**config.mk**
```make
export PLATFORM = sky130hd
export DESIGN_NAME = led_sequencer
export DESIGN_NICKNAME = d
export VERILOG_FILES = /design/src/rtl/led_sequencer.sv
export SDC_FILE = /design/constraint.sdc
export NUM_CORES = 1
export LEC_CHECK = 0
export BUFFER_PORTS_ARGS = -buffer_cell sky130_fd_sc_hd__buf_2
export CAP_MARGIN = 30
export CORE_ASPECT_RATIO = 1.4
export CORE_MARGIN = 8
export CORE_UTILIZATION = 53
export DETAILED_ROUTE_END_ITERATION = 7
export HOLD_SLACK_MARGIN = 0.02
export PLACE_DENSITY = 0.83
export SYNTH_ARGS = -nofsm -noshare
export SYNTH_HDL_FRONTEND = slang
export SYNTH_SLANG_ARGS = --single-unit
```
**constraint.sdc**
```tcl
create_clock -name CLK -period 1.6 [get_ports CLK]
set_input_delay 0.16 -clock CLK [delete_from_list [all_inputs] [get_ports CLK]]
set_output_delay 0.16 -clock CLK [all_outputs]
set_load 0.01 [all_outputs]
```
**src/rtl/led_sequencer.sv**
```systemverilog
// LED bank controller: a prescaler produces a slow tick that steps the red LEDs through
// the selected pattern; a flash request preempts the pattern and later resumes it.
module led_sequencer #(
    parameter int unsigned CLK_HZ      = 12000000,
    parameter int unsigned TICK_HZ     = 10,
    parameter int unsigned NLEDS       = 4,
    parameter int unsigned FLASH_TICKS = 5
) (
    input  logic             CLK,
    input  logic             RST_N,
    input  logic             cmd_valid,
    output logic             cmd_ready,
    input  logic [1:0]       cmd_mode,
    input  logic [3:0]       cmd_period,
    input  logic             flash_req,
    output logic             busy,
    output logic             step,
    output logic             LED_GRN,
    output logic [NLEDS-1:0] led_red
);

    localparam int unsigned DIV = CLK_HZ / TICK_HZ;
    localparam int unsigned PW  = (DIV > 1) ? $clog2(DIV) : 1;
    localparam int unsigned FW  = (FLASH_TICKS > 0) ? $clog2(FLASH_TICKS + 1) : 1;

    localparam logic [PW-1:0]    PRESC_MAX  = PW'(DIV - 1);
    localparam logic [FW-1:0]    FLASH_LOAD = FW'(FLASH_TICKS);
    localparam logic [FW-1:0]    FLASH_ONE  = FW'(1);
    localparam logic [NLEDS-1:0] PAT_FIRST  = NLEDS'(1);

    typedef enum logic [1:0] {ModeOff, ModeChase, ModeBounce, ModeBlink} mode_e;
    typedef enum logic [0:0] {StRun, StFlash} state_e;

    state_e           state_q, state_d;
    mode_e            mode_q, mode_d;
    logic [3:0]       period_q, period_d;
    logic [PW-1:0]    presc_q, presc_d;
    logic [3:0]       stepcnt_q, stepcnt_d;
    logic [FW-1:0]    flash_cnt_q, flash_cnt_d;
    logic [NLEDS-1:0] pattern_q, pattern_d;
    logic             dir_up_q, dir_up_d;
    logic             step_q, step_d;
    logic             grn_q, grn_d;

    logic tick, accept, advance, onehot, flash_done;

    assign tick       = (presc_q == PRESC_MAX);
    assign accept     = cmd_valid && (state_q == StRun);
    // An accepted command restarts the counters, so a coinciding tick is dropped.
    assign advance    = tick && !accept && (state_q == StRun) && (stepcnt_q == period_q);
    assign onehot     = (pattern_q != '0) && ((pattern_q & (pattern_q - PAT_FIRST)) == '0);
    assign flash_done = !flash_req && tick && (flash_cnt_q <= FLASH_ONE);

    // State register
    always_ff @(posedge CLK) begin
        if (!RST_N) begin
            state_q <= StRun;
        end else begin
            state_q <= state_d;
        end
    end

    // Next-state logic
    always_comb begin
        state_d = state_q;
        unique case (state_q)
            StRun:   if (flash_req)  state_d = StFlash;
            StFlash: if (flash_done) state_d = StRun;
            default: state_d = StRun;
        endcase
    end

    // Outputs
    always_comb begin
        busy      = (state_q == StFlash);
        cmd_ready = (state_q == StRun);
        led_red   = (state_q == StFlash) ? '1 : pattern_q;
        step      = step_q;
        LED_GRN   = grn_q;
    end

    // Datapath next state
    always_comb begin
        presc_d     = (accept || tick) ? '0 : presc_q + PW'(1);
        grn_d       = grn_q ^ (tick && !accept);
        step_d      = advance;
        mode_d      = mode_q;
        period_d    = period_q;
        stepcnt_d   = stepcnt_q;
        pattern_d   = pattern_q;
        dir_up_d    = dir_up_q;
        flash_cnt_d = flash_cnt_q;

        if (accept) begin
            mode_d    = mode_e'(cmd_mode);
            period_d  = cmd_period;
            stepcnt_d = '0;
            dir_up_d  = 1'b1;
            unique case (mode_e'(cmd_mode))
                ModeOff:                pattern_d = '0;
                ModeChase, ModeBounce:  pattern_d = PAT_FIRST;
                ModeBlink:              pattern_d = '1;
                default:                pattern_d = '0;
            endcase
        end else if (tick && (state_q == StRun)) begin
            stepcnt_d = (stepcnt_q == period_q) ? 4'd0 : stepcnt_q + 4'd1;
        end

        if (advance) begin
            unique case (mode_q)
                ModeOff: pattern_d = '0;
                ModeChase: begin
                    if (!onehot) pattern_d = PAT_FIRST;
                    else         pattern_d = {pattern_q[NLEDS-2:0], pattern_q[NLEDS-1]};
                end
                ModeBounce: begin
                    // Reverse at an endpoint so neither end is shown twice.
                    if (!onehot) begin
                        pattern_d = PAT_FIRST;
                        dir_up_d  = 1'b1;
                    end else if (dir_up_q) begin
                        if (pattern_q[NLEDS-1]) begin
                            pattern_d = pattern_q >> 1;
                            dir_up_d  = 1'b0;
                        end else begin
                            pattern_d = pattern_q << 1;
                        end
                    end else begin
                        if (pattern_q[0]) begin
                            pattern_d = pattern_q << 1;
                            dir_up_d  = 1'b1;
                        end else begin
                            pattern_d = pattern_q >> 1;
                        end
                    end
                end
                ModeBlink: pattern_d = ~pattern_q;
                default:   pattern_d = '0;
            endcase
        end

        if (flash_req) begin
            flash_cnt_d = FLASH_LOAD;
        end else if ((state_q == StFlash) && tick) begin
            flash_cnt_d = (flash_cnt_q <= FLASH_ONE) ? '0 : flash_cnt_q - FLASH_ONE;
        end
    end

    // Datapath registers
    always_ff @(posedge CLK) begin
        if (!RST_N) begin
            mode_q      <= ModeOff;
            period_q    <= '0;
            presc_q     <= '0;
            stepcnt_q   <= '0;
            flash_cnt_q <= '0;
            pattern_q   <= '0;
            dir_up_q    <= 1'b1;
            step_q      <= 1'b0;
            grn_q       <= 1'b0;
        end else begin
            mode_q      <= mode_d;
            period_q    <= period_d;
            presc_q     <= presc_d;
            stepcnt_q   <= stepcnt_d;
            flash_cnt_q <= flash_cnt_d;
            pattern_q   <= pattern_d;
            dir_up_q    <= dir_up_d;
            step_q      <= step_d;
            grn_q       <= grn_d;
        end
    end

endmodule

```
== Word level (Yosys, flattened, before mapping) ==
Cells that the tools add are included.
Word-level totals
  register bits after elaboration: 42
  bits of input ports: 10
  output and inout port bits: 8
  logic and storage cells: 75
Cells by class
  add/subtract/negate cells: 4
  $lt $le $gt $ge: 1
  eq/ne operators: 8
  multiplexer cells: 24
  bitwise logic cells: 5
  reductions and logical operators: 22
Operator list (number)
  $mux 4: 9
  $add 21x1->21 const B: 1
  $eq 21x21->1 const B: 1
  $pmux 4 s4: 1
  $pmux 4 s3: 1
  $logic_and 1x1->1: 9
  $mux 1: 9
  $mux 3: 3
  $eq 2x2->1 const B: 4
  $reduce_or 2->1: 4
  $add 4x1->4 const B: 1
  $and 4x4->4: 1
  $eq 2x1->1 const B: 2
  $eq 4x4->1: 1
  $logic_not 2->1: 2
  $logic_not 4->1: 1
  $not 4->4: 1
  $reduce_bool 2->1: 2
  $reduce_bool 4->1: 1
  $sub 4x1->4 const B: 1
  $le 3x1->1 const B: 1
  $sub 3x1->3 const B: 1
  $logic_not 1->1: 2
  $not 1->1: 2
  3 further kinds: 3

== Longest topological paths before layout ==
  depth after elaboration: 8
  mapped depth: 7
  gate-level depth less buffers: 7

== Least setup slack after synthesis ==
Ideal clock, no wire load.
  path kind: flip-flop to flip-flop
  from: register presc_q[0]
  to: register dir_up_q
  library setup time: 0.123 ns
  arrival: 1.614 ns
  data required time: 1.477 ns
  slack: -0.137 ns
  cell stages (with the launch flop): 7
  clock period less this slack: 1.737 ns
  cells stage by stage: dfxtp_1 > ha_1 > nand2_1 > nor3_4 > nand3_4 > or3b_1 > mux2i_1
On the way
  word-level cells in the longest chain between the ends: 5
Ends and longest elaborated chain
  start, declared: line 37  | logic [PW-1:0] presc_q, presc_d;
  start signal, assigned: line 164  | presc_q <= presc_d;
  $eq 21x21->1: line 47  | assign tick = (presc_q == PRESC_MAX);
  $logic_and 1x1->1 (3 in a row): line 50  | assign advance = tick && !accept && (state_q == StRun) && (stepcnt_q == period_q);
  $mux 1: line 109  | if (advance) begin
  end signal, assigned: line 168  | dir_up_q <= dir_up_d;
  end, declared: line 41  | logic dir_up_q, dir_up_d;
Every way passes these cells.
A chain may end at the register's enable or synchronous reset.

== Worst setup path in the final report ==
  from: register presc_q[1]
  to: register dir_up_q
Same word-level chain as after synthesis.

==> results.cfg <==
[yosys]
yosys_warnings = 0
synthArstFlopShare_pct = 0
synth_top_area_cell = dfxtp_1
synth_edf_count = 0
synthCells = 267
synth_cell_types = 53
yosysTopAreaCellShare_pct = 37.80
synth_fp_nets = 281
seq_area_frac_synth_pct = 37.80
synth-seq-cells = 42
synth.area.top_cells = dfxtp_1 38%, nor2_1 6.4%, xnor2_1 5.5%
ys.flop_type = dfxtp_1
syn_area_mm2 = 0.002225
syn_avg_cell_area_um2 = 8.332

[clock_tree]
cts_tree = built
clock_sinks = 42
cts_buffer_depth = 2
cts-buffers-inserted = 5
htree_levels = 2
cts_root_buf = clkbuf_8
path_clk_slew_ns = 0.08
insertion_delay_ns = 0.30
hold_buffers = 0

[cells_and_area]
final_area_mm2 = 0.002870
final_cells = 369
layout-drive-gt1-share_pct = 30.56
fin_nets = 337
antenna_cells = 0
area_delta_synth_final_pct = 29.02
nFillCells = 321

[outcome]
violations = setup timing
status = finished with violations

[critical_path]
endpoint_kind = flip-flop
crit_required_ns = 1.79
path_max_fanout = 5
path_class = flip-flop to flip-flop
critPathLaunchType = flip-flop
arrival_ns = 1.84

[placement]
place_area_mm2 = 0.002616
dp.cells = 355
port_buffers = 17
dp_hpwl_mm = 3.776
globalplace.congestion = 0.9439

[power]
internal_power_w = 0.001656
finalPower_w = 0.002198
seq_power_share_pct = 49.7
p_switching_w = 0.0005419
p_clk_share_pct = 38.4
ir_worst_vdd_mv = 0.5834
powerDensity_mw_per_mm2 = 765.7
switching_share_pct = 24.65
p_comb_share_pct = 11.9
p_leak_nw = 1.185

[timing]
timing.fmax_mhz = 608.7
drv_slew = 0
setup_violations = 26
period_share_pct = 102.7
hold_viol = 0
whs_ns = 0.08898
worst-slew-pin-transition_ns = 0.4002
rsz0062_at_grt = true
skew_ns = 0.006852
setup_ws_ns = -0.04294
slew_headroom_pct = 73.12
min_period_ns = 1.643

[global_route]
antenna_found_initial = 0
use_met2_pct = 32.27
grt_max_degree = 22
groute.usage.overall_pct = 17.36
grt_pass1_vias = 2177
met1_usage_pct = 16.14
grt_use_met3_pct = 5.838
grt_pass1_wl_mm = 9.301
grt-ovfl-total = 0
busiest_layer = met2

[route]
drt_first_pass_iters = 5
drt_iter0_markers = 190
antenna_left = 0
drt-wirelength-per-cell_um = 15.06
drc = 0
drt-total-wl_mm = 5.556
detail_route.vias_per_cell = 5.634
vias = 2079

[floorplan]
io_pins = 18
dieArea_mm2 = 0.006556
dieWidth_um = 70.76
rows = 28
die_height_um = 92.66
core_mm2 = 0.004134
start_util_pct = 53.81

[hold_path]
hp-class = primary input to flip-flop

[job]
max_cap_violations = 0
==> placed cells by master (no fill, tap or decap), types with 7 or more instances in the layout <==
cell,n
buf_4,43
nor2_1,38
dfxtp_1,36
nand2_1,29
buf_2,17
xnor2_1,14
xor2_1,10
nand3_1,9
inv_1,8
nor3_1,7
==> synth_stat cells, types with 5 or more instances <==
| cell | count |
|---|---|
| inv_1 | 8 |
| dfxtp_1 | 42 |
| nand3_1 | 10 |
| nor2_1 | 38 |
| o21ai_0 | 9 |
| xnor2_1 | 14 |
| xor2_1 | 12 |
| a21oi_1 | 6 |
| a21boi_0 | 6 |
| nor2b_1 | 6 |
| mux2i_1 | 5 |
| nand2_1 | 30 |
| clkbuf_1 | 8 |
| nor3_1 | 9 |
==> layer usage <==
metal  vias to the layer above  wire length [µm]
li1                       1020                 -
met1                       973              2044
met5                         -                 0
met2                        66              3020
met4                         0               142
met3                        20               349
==> flip-flops by register name, summed over array words and instances (netlist names) <==
register	cells
pattern_q	4
presc_q	21
step	1
mode_q	2
flash_cnt_q	3
period_q	4
LED_GRN	1
stepcnt_q	4
dir_up_q	1
busy	1
==> what timing repair did <==
action	CTS	global route
endpoints found under the setup margin	32	32
resized for setup	12	12
pin swaps	5	4
buffers inserted	5	1
==> final cells by class <==
cell class	count	area, µm²	area share, %
Clock buffer	6	72.57	2.528
Clock inverter	2	37.54	1.308
Inverter	8	30.03	1.046
Multi-Input combinational cell	204	1386	48.30
Sequential cell	42	848.3	29.56
Tap cell	45	56.30	1.962
Timing Repair Buffer	62	439.2	15.30
==> power groups by stage <==
stage,sequential (W),clock (W),combinational [W]
final,0.00109,0.000843,0.000262
after global routing,0.00109,0.000893,0.000290
after CTS,0.00109,0.000853,0.000255
after detailed placement,0.00111,0,0.000245
after global placement,0.00111,0,0.000237
after floorplan,0.00111,0,0.000157
==> through the flow <==
stage / setup WS [ns] / util [%] / setup TNS [ns]
floorplan: -0.07177 / - / -0.1255
global placement: -0.08361 / 63.29 / -0.1714
detailed placement: -0.1078 / 63.29 / -1.597
CTS: -0.02892 / 67.98 / -0.06745
global route: -0.1322 / 69.43 / -3.027
finish: -0.04294 / 69.43 / -0.7863
==> cell families after synthesis <==
family / synth area share (%)
AOI/OAI and AO/OA: 11.14
xor gates and xnor gates: 10.24
adders and majority gates: 2.250
buffers and inverters: 4.049
DFF: 37.80
muxes: 2.250
and+or+nand+nor: 32.28
==> worst max-delay path: stages (launching register included) <==
cell,delay (ns)
dfxtp_2,0.34
ha_2,0.18
nand2_2,0.09
nor3_4,0.20
buf_6,0.15
nand3_4,0.08
or3b_1,0.38
mux2i_1,0.12
==> worst paths after layout <==
check        slack (ns)             end   startpoint  cells after the start
max reg2reg       -0.04        dir_up_q   presc_q[1]                      7
min reg2reg        0.49     period_q[0]  period_q[0]                      2
max               -0.04        dir_up_q   presc_q[1]                      7
min                0.09  flash_cnt_q[1]    flash_req                      2
Note: power is estimated with default switching activity, not from simulation.
